[src/rtl/fifo_pkg.sv]
// Shared types and width helpers for the multi-channel FIFO pointer controller.
// Flag bundle is width-independent, so every channel instance shares one struct.
package fifo_pkg;

  localparam int DEF_ADDR_WIDTH = 4;
  localparam int DEF_CHANNELS   = 4;

  // Pointer carries one extra wrap bit above the RAM address bits.
  typedef logic [DEF_ADDR_WIDTH:0] fifo_ptr_t;

  typedef struct packed {
    logic empty;
    logic full;
    logic almost_empty;
    logic almost_full;
  } fifo_flags_t;

  function automatic int count_width(input int addr_width);
    return addr_width + 1;
  endfunction

  function automatic int chan_width(input int channels);
    return (channels > 1) ? $clog2(channels) : 1;
  endfunction

endpackage

[src/rtl/fifo_channel_state.sv]
// Per-channel pointer/error state with registered flag and occupancy decode.
// Flags change one cycle after the accepting edge; no backpressure of its own.
module fifo_channel_state
  import fifo_pkg::*;
#(
  parameter int ADDR_WIDTH = DEF_ADDR_WIDTH,
  parameter int AF_TH      = (2 ** DEF_ADDR_WIDTH) - 2,
  parameter int AE_TH      = 2
) (
  input  logic                  clk,
  input  logic                  reset,
  input  logic                  wr_inc_i,
  input  logic                  rd_inc_i,
  input  logic                  wr_err_i,
  input  logic                  rd_err_i,
  input  logic                  flush_i,
  output logic [ADDR_WIDTH-1:0] wr_addr_o,
  output logic [ADDR_WIDTH-1:0] rd_addr_o,
  output logic [ADDR_WIDTH:0]   count_o,
  output fifo_flags_t           flags_o,
  output logic                  overflow_o,
  output logic                  underflow_o
);

  localparam int PW = count_width(ADDR_WIDTH);
  localparam logic [PW-1:0] AF_C = PW'(AF_TH);
  localparam logic [PW-1:0] AE_C = PW'(AE_TH);

  logic [PW-1:0] wr_ptr_q, wr_ptr_d;
  logic [PW-1:0] rd_ptr_q, rd_ptr_d;
  logic          ovf_q, ovf_d;
  logic          udf_q, udf_d;

  // Flush wins over any access or error to this channel in the same cycle.
  always_comb begin
    wr_ptr_d = wr_ptr_q;
    rd_ptr_d = rd_ptr_q;
    ovf_d    = ovf_q;
    udf_d    = udf_q;
    if (flush_i) begin
      wr_ptr_d = '0;
      rd_ptr_d = '0;
      ovf_d    = 1'b0;
      udf_d    = 1'b0;
    end else begin
      if (wr_inc_i) wr_ptr_d = wr_ptr_q + PW'(1);
      if (rd_inc_i) rd_ptr_d = rd_ptr_q + PW'(1);
      if (wr_err_i) ovf_d = 1'b1;
      if (rd_err_i) udf_d = 1'b1;
    end
  end

  always_ff @(posedge clk) begin
    if (reset) begin
      wr_ptr_q <= '0;
      rd_ptr_q <= '0;
      ovf_q    <= 1'b0;
      udf_q    <= 1'b0;
    end else begin
      wr_ptr_q <= wr_ptr_d;
      rd_ptr_q <= rd_ptr_d;
      ovf_q    <= ovf_d;
      udf_q    <= udf_d;
    end
  end

  assign wr_addr_o   = wr_ptr_q[ADDR_WIDTH-1:0];
  assign rd_addr_o   = rd_ptr_q[ADDR_WIDTH-1:0];
  assign count_o     = wr_ptr_q - rd_ptr_q;
  assign overflow_o  = ovf_q;
  assign underflow_o = udf_q;

  always_comb begin
    flags_o              = '0;
    flags_o.empty        = (wr_ptr_q == rd_ptr_q);
    flags_o.full         = (wr_ptr_q[ADDR_WIDTH] != rd_ptr_q[ADDR_WIDTH]) &&
                           (wr_ptr_q[ADDR_WIDTH-1:0] == rd_ptr_q[ADDR_WIDTH-1:0]);
    flags_o.almost_empty = (count_o <= AE_C);
    flags_o.almost_full  = (count_o >= AF_C);
  end

endmodule

[src/rtl/multi_fifo_controller.sv]
// Pointer/flag controller for CHANNELS circular FIFOs in one shared RAM; addresses and accepts are
// combinational, flags/counts lag one cycle. Full/empty/flushed channels reject and never stall.
module multi_fifo_controller
  import fifo_pkg::*;
#(
  parameter int  ADDR_WIDTH      = DEF_ADDR_WIDTH,
  parameter int  CHANNELS        = DEF_CHANNELS,
  parameter int  ALMOST_FULL_TH  = (2 ** ADDR_WIDTH) - 2,
  parameter int  ALMOST_EMPTY_TH = 2,
  localparam int CH_W            = $clog2(CHANNELS)
) (
  input  logic                              clk,
  input  logic                              reset,
  input  logic                              write_enable,
  input  logic [CH_W-1:0]                   write_channel,
  input  logic                              read_enable,
  input  logic [CH_W-1:0]                   read_channel,
  input  logic [CHANNELS-1:0]               flush,
  output logic [CH_W+ADDR_WIDTH-1:0]        write_addr,
  output logic [CH_W+ADDR_WIDTH-1:0]        read_addr,
  output logic                              write_accept,
  output logic                              read_accept,
  output logic [CHANNELS-1:0]               empty,
  output logic [CHANNELS-1:0]               full,
  output logic [CHANNELS-1:0]               almost_empty,
  output logic [CHANNELS-1:0]               almost_full,
  output logic [CHANNELS*(ADDR_WIDTH+1)-1:0] count,
  output logic [CHANNELS-1:0]               overflow,
  output logic [CHANNELS-1:0]               underflow
);

  localparam int CW = count_width(ADDR_WIDTH);

  logic [ADDR_WIDTH-1:0] wr_addr_lo [CHANNELS];
  logic [ADDR_WIDTH-1:0] rd_addr_lo [CHANNELS];
  logic [CHANNELS-1:0]   wr_inc, rd_inc, wr_err, rd_err;

  // Acceptance looks only at start-of-cycle flags, so a same-cycle read never frees a full slot.
  assign write_accept = write_enable & ~full[write_channel]  & ~flush[write_channel];
  assign read_accept  = read_enable  & ~empty[read_channel]  & ~flush[read_channel];

  assign write_addr = {write_channel, wr_addr_lo[write_channel]};
  assign read_addr  = {read_channel,  rd_addr_lo[read_channel]};

  for (genvar g = 0; g < CHANNELS; g++) begin : g_ch
    logic          sel_w, sel_r;
    logic [CW-1:0] cnt;
    fifo_flags_t   flg;

    assign sel_w     = (write_channel == CH_W'(g));
    assign sel_r     = (read_channel  == CH_W'(g));
    assign wr_inc[g] = write_accept & sel_w;
    assign rd_inc[g] = read_accept  & sel_r;
    assign wr_err[g] = write_enable & sel_w & full[g];
    assign rd_err[g] = read_enable  & sel_r & empty[g];

    fifo_channel_state #(
      .ADDR_WIDTH (ADDR_WIDTH),
      .AF_TH      (ALMOST_FULL_TH),
      .AE_TH      (ALMOST_EMPTY_TH)
    ) u_state (
      .clk         (clk),
      .reset       (reset),
      .wr_inc_i    (wr_inc[g]),
      .rd_inc_i    (rd_inc[g]),
      .wr_err_i    (wr_err[g]),
      .rd_err_i    (rd_err[g]),
      .flush_i     (flush[g]),
      .wr_addr_o   (wr_addr_lo[g]),
      .rd_addr_o   (rd_addr_lo[g]),
      .count_o     (cnt),
      .flags_o     (flg),
      .overflow_o  (overflow[g]),
      .underflow_o (underflow[g])
    );

    assign empty[g]          = flg.empty;
    assign full[g]           = flg.full;
    assign almost_empty[g]   = flg.almost_empty;
    assign almost_full[g]    = flg.almost_full;
    assign count[g*CW +: CW] = cnt;
  end

endmodule

[config.mk]
export PLATFORM = sky130hd
export DESIGN_NAME = multi_fifo_controller
export DESIGN_NICKNAME = d
export VERILOG_FILES = /design/src/rtl/fifo_pkg.sv /design/src/rtl/fifo_channel_state.sv /design/src/rtl/multi_fifo_controller.sv
export SDC_FILE = /design/constraint.sdc
export NUM_CORES = 1
export LEC_CHECK = 0
export CORE_MARGIN = 4
export CORE_UTILIZATION = 52
export CTS_BUF_LIST = sky130_fd_sc_hd__clkbuf_16
export CTS_CLUSTER_SIZE = 28
export DETAILED_ROUTE_END_ITERATION = 6
export GPL_ROUTABILITY_DRIVEN = 0
export PLACE_DENSITY = 0.81
export SYNTH_ARGS = -nofsm -noshare
export SYNTH_HDL_FRONTEND = slang
export SYNTH_SLANG_ARGS = --single-unit
[constraint.sdc]
create_clock -name clk -period 2.45 [get_ports clk]
set_input_delay 0.6125 -clock clk [delete_from_list [all_inputs] [get_ports clk]]
set_output_delay 0.6125 -clock clk [all_outputs]
set_load 0.02 [all_outputs]
==> report_table.html <==
<table>
<tr><th>Metric</th><th>Value</th></tr>
<tr><th colspan="2">Die</th></tr>
<tr><td>Vert. Die Dim</td><td>88.3 microns</td></tr>
<tr><td>Die ar.</td><td>7790 sq um</td></tr>
<tr><td>Std-Cell Core Area</td><td>6100 sq um</td></tr>
<tr><td>Initial Utilization</td><td>0.550</td></tr>
<tr><td>Number of rows created at floorplan</td><td>28</td></tr>
<tr><td>Die width</td><td>88.3 microns</td></tr>
<tr><td>Top-level I/O count</td><td>70</td></tr>
<tr><th colspan="2">CTS</th></tr>
<tr><td>Sinks on Clock Net</td><td>48</td></tr>
<tr><td>Count of H-tree levels built during CTS</td><td>2</td></tr>
<tr><td>Longest Clk Path Bufs</td><td>2</td></tr>
<tr><td>Post-CTS Hold Buffers</td><td>0</td></tr>
<tr><td>CTS tree</td><td>built</td></tr>
<tr><td>Skew-Pair Late Insertion Delay</td><td>0.30 ns</td></tr>
<tr><td>Root buffer cell</td><td>clkbuf_16</td></tr>
<tr><td>Clock slew seen by the registers of the worst setup and hold paths</td><td>0.07 ns</td></tr>
<tr><td>Inserted Clock Buffers</td><td>5</td></tr>
<tr><th colspan="2">Critical path</th></tr>
<tr><td>Launch point of the worst reg-to-reg path</td><td>g_ch[0].u_state.wr_ptr_q[1]</td></tr>
<tr><td>R2R Path End</td><td>g_ch[0].u_state.rd_ptr_q[3]</td></tr>
<tr><td>Launching element of the worst setup path</td><td>g_ch[1].u_state.rd_ptr_q[3]</td></tr>
<tr><td>Highest fanout seen on the critical path</td><td>3</td></tr>
<tr><td>Critical path endpoint category</td><td>output port</td></tr>
<tr><td>Crit path cell chain</td><td>inv_2, ha_4, buf_4, nand4_1, o21ai_0, nand4b_1, buf_6</td></tr>
<tr><td>CP Launch Type</td><td>register</td></tr>
<tr><td>Setup CP Type</td><td>reg2out</td></tr>
<tr><td>Slack of the worst reg-to-reg path</td><td>0.22 ns</td></tr>
<tr><td>Worst-case reg-to-reg path depth</td><td>9</td></tr>
<tr><td>WP depth</td><td>7</td></tr>
<tr><td>Critical path data arrival time</td><td>2.28 ns</td></tr>
<tr><td>Data required time of the critical path</td><td>1.84 ns</td></tr>
<tr><td>Cell family with most CP delay</td><td>simple AND/OR/NAND/NOR gates</td></tr>
<tr><td>Cell with the largest stage delay on the worst path</td><td>o21ai_0</td></tr>
<tr><td>Largest stage delay, worst path</td><td>0.36 ns</td></tr>
<tr><td>Crit path buf inv count</td><td>3</td></tr>
<tr><th colspan="2">Run status</th></tr>
<tr><td>Failing checks</td><td>DRC, setup timing</td></tr>
<tr><td>Result of the run</td><td>complete, but fails checks</td></tr>
<tr><th colspan="2">STA</th></tr>
<tr><td>Final Hold Fails</td><td>0</td></tr>
<tr><td>Clock period minus worst slack</td><td>2.89 ns</td></tr>
<tr><td>Final period util</td><td>1.18</td></tr>
<tr><td>Unrepaired setup endpoints after global routing</td><td>yes</td></tr>
<tr><td>Post-route clock skew</td><td>0.00724 ns</td></tr>
<tr><td>Final Worst Setup Slack</td><td>-0.441 ns</td></tr>
<tr><td>Final-layout setup total negative slack</td><td>-4.53 ns</td></tr>
<tr><td>Number of setup violations in the final report</td><td>25</td></tr>
<tr><td>Max Freq</td><td>0.346 GHz</td></tr>
<tr><td>Worst Tran Pin Value</td><td>0.849 ns</td></tr>
<tr><td>Final worst hold slack</td><td>0.488 ns</td></tr>
<tr><td>Fin. max-slew vios</td><td>0</td></tr>
<tr><td>Rel. slew slack</td><td>0.430</td></tr>
<tr><th colspan="2">Placement</th></tr>
<tr><td>Count of buffers inserted at the top-level ports</td><td>69</td></tr>
<tr><td>HPWL Detailed</td><td>8070 microns</td></tr>
<tr><td>Placed inst area</td><td>5020 sq um</td></tr>
<tr><th colspan="2">GRT</th></tr>
<tr><td>Number of antenna violations at the first check in global routing</td><td>2</td></tr>
<tr><td>Wire length of the first global-routing pass</td><td>22100 microns</td></tr>
<tr><td>Vias in the first global route</td><td>4222</td></tr>
<tr><td>Largest net degree at the start of global routing</td><td>15</td></tr>
<tr><td>Total track usage</td><td>0.371</td></tr>
<tr><td>Overflow left after global routing</td><td>0</td></tr>
<tr><th colspan="2">Synth</th></tr>
<tr><td>Largest area contributor in the netlist</td><td>dfxtp_1</td></tr>
<tr><td>Fraction of post-synthesis cell area in the top cell type by area</td><td>0.287</td></tr>
<tr><td>Fraction of registers with async set or reset after synthesis</td><td>0</td></tr>
<tr><td>Count of synthesis-stage warnings from yosys</td><td>0</td></tr>
<tr><td>Register bit total from synthesis</td><td>48</td></tr>
<tr><td>Distinct cell type count after synthesis</td><td>52</td></tr>
<tr><td>Post-synthesis sequential area ratio</td><td>0.287</td></tr>
<tr><td>Number of flops mapped to enable cells by yosys</td><td>0</td></tr>
<tr><td>Syn_area_per_cell</td><td>9.21 sq um</td></tr>
<tr><td>Main synth FF type</td><td>dfxtp_1</td></tr>
<tr><td>Count of mapped cells out of synthesis</td><td>364</td></tr>
<tr><td>Top area cells in the synthesized netlist</td><td>dfxtp_1 29%, ha_1 9.0%, xor2_1 5.5%</td></tr>
<tr><td>Net count after synthesis</td><td>404</td></tr>
<tr><td>Post-Syn Area</td><td>3350 sq um</td></tr>
<tr><th colspan="2">Hold path</th></tr>
<tr><td>Min-delay src</td><td>g_ch[2].u_state.underflow_o</td></tr>
<tr><td>Worst hold path depth</td><td>2</td></tr>
<tr><td>Hold WC Path Type</td><td>reg2reg</td></tr>
<tr><td>Hold worst-path end</td><td>g_ch[2].u_state.underflow_o</td></tr>
<tr><th colspan="2">Routing</th></tr>
<tr><td>Count of nets left with antenna violations after detail routing</td><td>0</td></tr>
<tr><td>Via density per instance</td><td>6.87</td></tr>
<tr><td>Via Count</td><td>4291</td></tr>
<tr><td>Final routed DRC violation total</td><td>170</td></tr>
<tr><td>Drt first-iter violations</td><td>737</td></tr>
<tr><td>Wire per inst</td><td>27.3 microns</td></tr>
<tr><td>Post-detailed-routing wire length</td><td>17100 microns</td></tr>
<tr><td>First-pass DRT Iterations</td><td>7</td></tr>
<tr><th colspan="2">Job</th></tr>
<tr><td>Max-cap viol count</td><td>0</td></tr>
<tr><th colspan="2">Layout</th></tr>
<tr><td>Filler Cell Count</td><td>189</td></tr>
<tr><td>Area taken by flip-flops and latches</td><td>988 sq um</td></tr>
<tr><td>Nets@finish</td><td>589</td></tr>
<tr><td>Final cell area excluding filler cells</td><td>5730 sq um</td></tr>
<tr><td>Area growth from synthesis to layout</td><td>70.8%</td></tr>
<tr><td>Area of combinational cells with multiple inputs</td><td>2690 sq um</td></tr>
<tr><td>Share of cells above drive strength 1</td><td>0.519</td></tr>
<tr><th colspan="2">Power and ir drop</th></tr>
<tr><td>Combinational Power Share</td><td>0.103</td></tr>
<tr><td>Pint</td><td>0.00145 W</td></tr>
<tr><td>Max rail drop VDD</td><td>0.325 mV</td></tr>
<tr><td>Portion of total power attributed to the clock network</td><td>0.483</td></tr>
<tr><td>Reported net switching power</td><td>0.000442 W</td></tr>
<tr><td>Fraction of power spent switching nets</td><td>0.234</td></tr>
<tr><td>Static Leak</td><td>2.45 nW</td></tr>
<tr><td>Pwr dens</td><td>330 nW/um^2</td></tr>
<tr><td>Sequential Power Share</td><td>0.414</td></tr>
</table>
[layout make-up]
cell class | instances | area share
diodes | 1 | 0.000437
clock inverters | 2 | 0.0105
clock buffers | 5 | 0.0219
well taps | 75 | 0.0164
inverters | 30 | 0.0205
repair buffers | 198 | 0.287
flip-flops and latches | 48 | 0.173
multi-input cells | 266 | 0.470
[cell families after synthesis]
family	count (synthesis)	share of synthesized area
compound gates	77	0.163
xor+xnor	39	0.112
fa+ha+maj	28	0.113
buf+inv	50	0.0724
flops	48	0.287
mux	15	0.0747
simple gates	107	0.177
[worst max-delay path by stage]
stage | to | slack [ns]
finish | write_accept | -0.44
global route | write_accept | -0.48
CTS | almost_full[3] | -0.33
detailed placement | read_accept | -0.61
global placement | read_addr[3] | -0.54
floorplan | almost_empty[3] | -0.005
[sequential cells by signal, summed over array words and instances (netlist names)]
| name | cells |
|---|---|
| g_ch.u_state.rd_ptr_q | 20 |
| g_ch.u_state.wr_ptr_q | 20 |
| g_ch.u_state.overflow_o | 4 |
| g_ch.u_state.underflow_o | 4 |
[stage by stage]
stage / power, W / std cells / setup slack (ns) / utilization
after floorplan: 0.000882 / 364 / -0.00529 / -
after global placement: 0.000962 / 594 / -0.542 / 0.823
after detailed placement: 0.000966 / 594 / -0.609 / 0.823
after CTS: 0.00183 / 611 / -0.334 / 0.907
after global routing: 0.00191 / 624 / -0.479 / 0.939
final: 0.00189 / 625 / -0.441 / 0.939
[worst register-to-register path, delay by kind of cell, from the launching register on]
kind	cells	cell delay, ns
flops	1	0.47
buf+inv	4	0.61
compound gates	2	0.29
simple gates	2	0.51
fa+ha+maj	1	0.25
[per-layer routing]
| metal | vias to the layer above | track usage | routed length, microns |
|---|---|---|---|
| met5 | - | 0 | 62 |
| met4 | 4 | 0.198 | 1400 |
| met3 | 187 | 0.0754 | 2220 |
| met2 | 473 | 0.647 | 7700 |
| met1 | 1971 | 0.426 | 5710 |
| li1 | 1656 | - | - |
[cells in the mapped netlist (3+ instances only)]
cell       n
nand3_1   10
a21o_1     6
o211ai_1   9
xnor2_1   15
clkbuf_1   4
o21ai_0   14
and3_1     4
xor2_1    21
o21ai_2    3
a211oi_1   4
mux2i_1    7
dfxtp_1   48
a21oi_1   23
inv_1     30
nand2_1    4
or2_2      4
nand4_1    6
fa_1       4
buf_4     14
and4bb_2   3
nor2_1    47
mux4_2     8
ha_1      24
or3_1     12
[cell usage in the layout, fill, tap and decap left out, types with 3 or more instances in the layout]
cell / n
ha_4: 15
clkbuf_2: 8
nand4_1: 6
mux4_2: 8
clkdlybuf4s15_2: 4
xor2_4: 4
a21oi_1: 19
xor2_1: 15
o211ai_1: 9
a21o_1: 6
nand3_1: 10
a211oi_4: 3
a2111oi_4: 3
dfxtp_2: 16
inv_1: 16
clkbuf_16: 5
buf_2: 5
dfxtp_1: 30
or3_1: 10
a21oi_4: 4
xor2_2: 3
nor2_1: 44
and4bb_2: 3
or2_2: 4
dlygate4sd2_1: 4
o21ai_0: 13
and3_1: 3
mux2i_1: 7
xnor2_4: 5
clkdlybuf4s50_1: 21
ha_1: 9
xnor2_1: 11
fa_2: 4
buf_6: 22
inv_2: 12
buf_4: 129
nand2_1: 3
[power by group through the flow]
stage | clock (W) | combinational, W | sequential (W)
after floorplan | 0 | 0.0000806 | 0.000802
after global placement | 0 | 0.000160 | 0.000802
after detailed placement | 0 | 0.000165 | 0.000802
after CTS | 0.000876 | 0.000170 | 0.000783
after global routing | 0.000928 | 0.000200 | 0.000782
final | 0.000913 | 0.000195 | 0.000782
[timing repair]
item | in CTS | in global routing
gates resized for setup | 231 | 57
setup endpoints to repair | 48 | 43
setup buffers | 10 | 14
pin swaps | 30 | 26
Power figures use the tool's default switching activity.
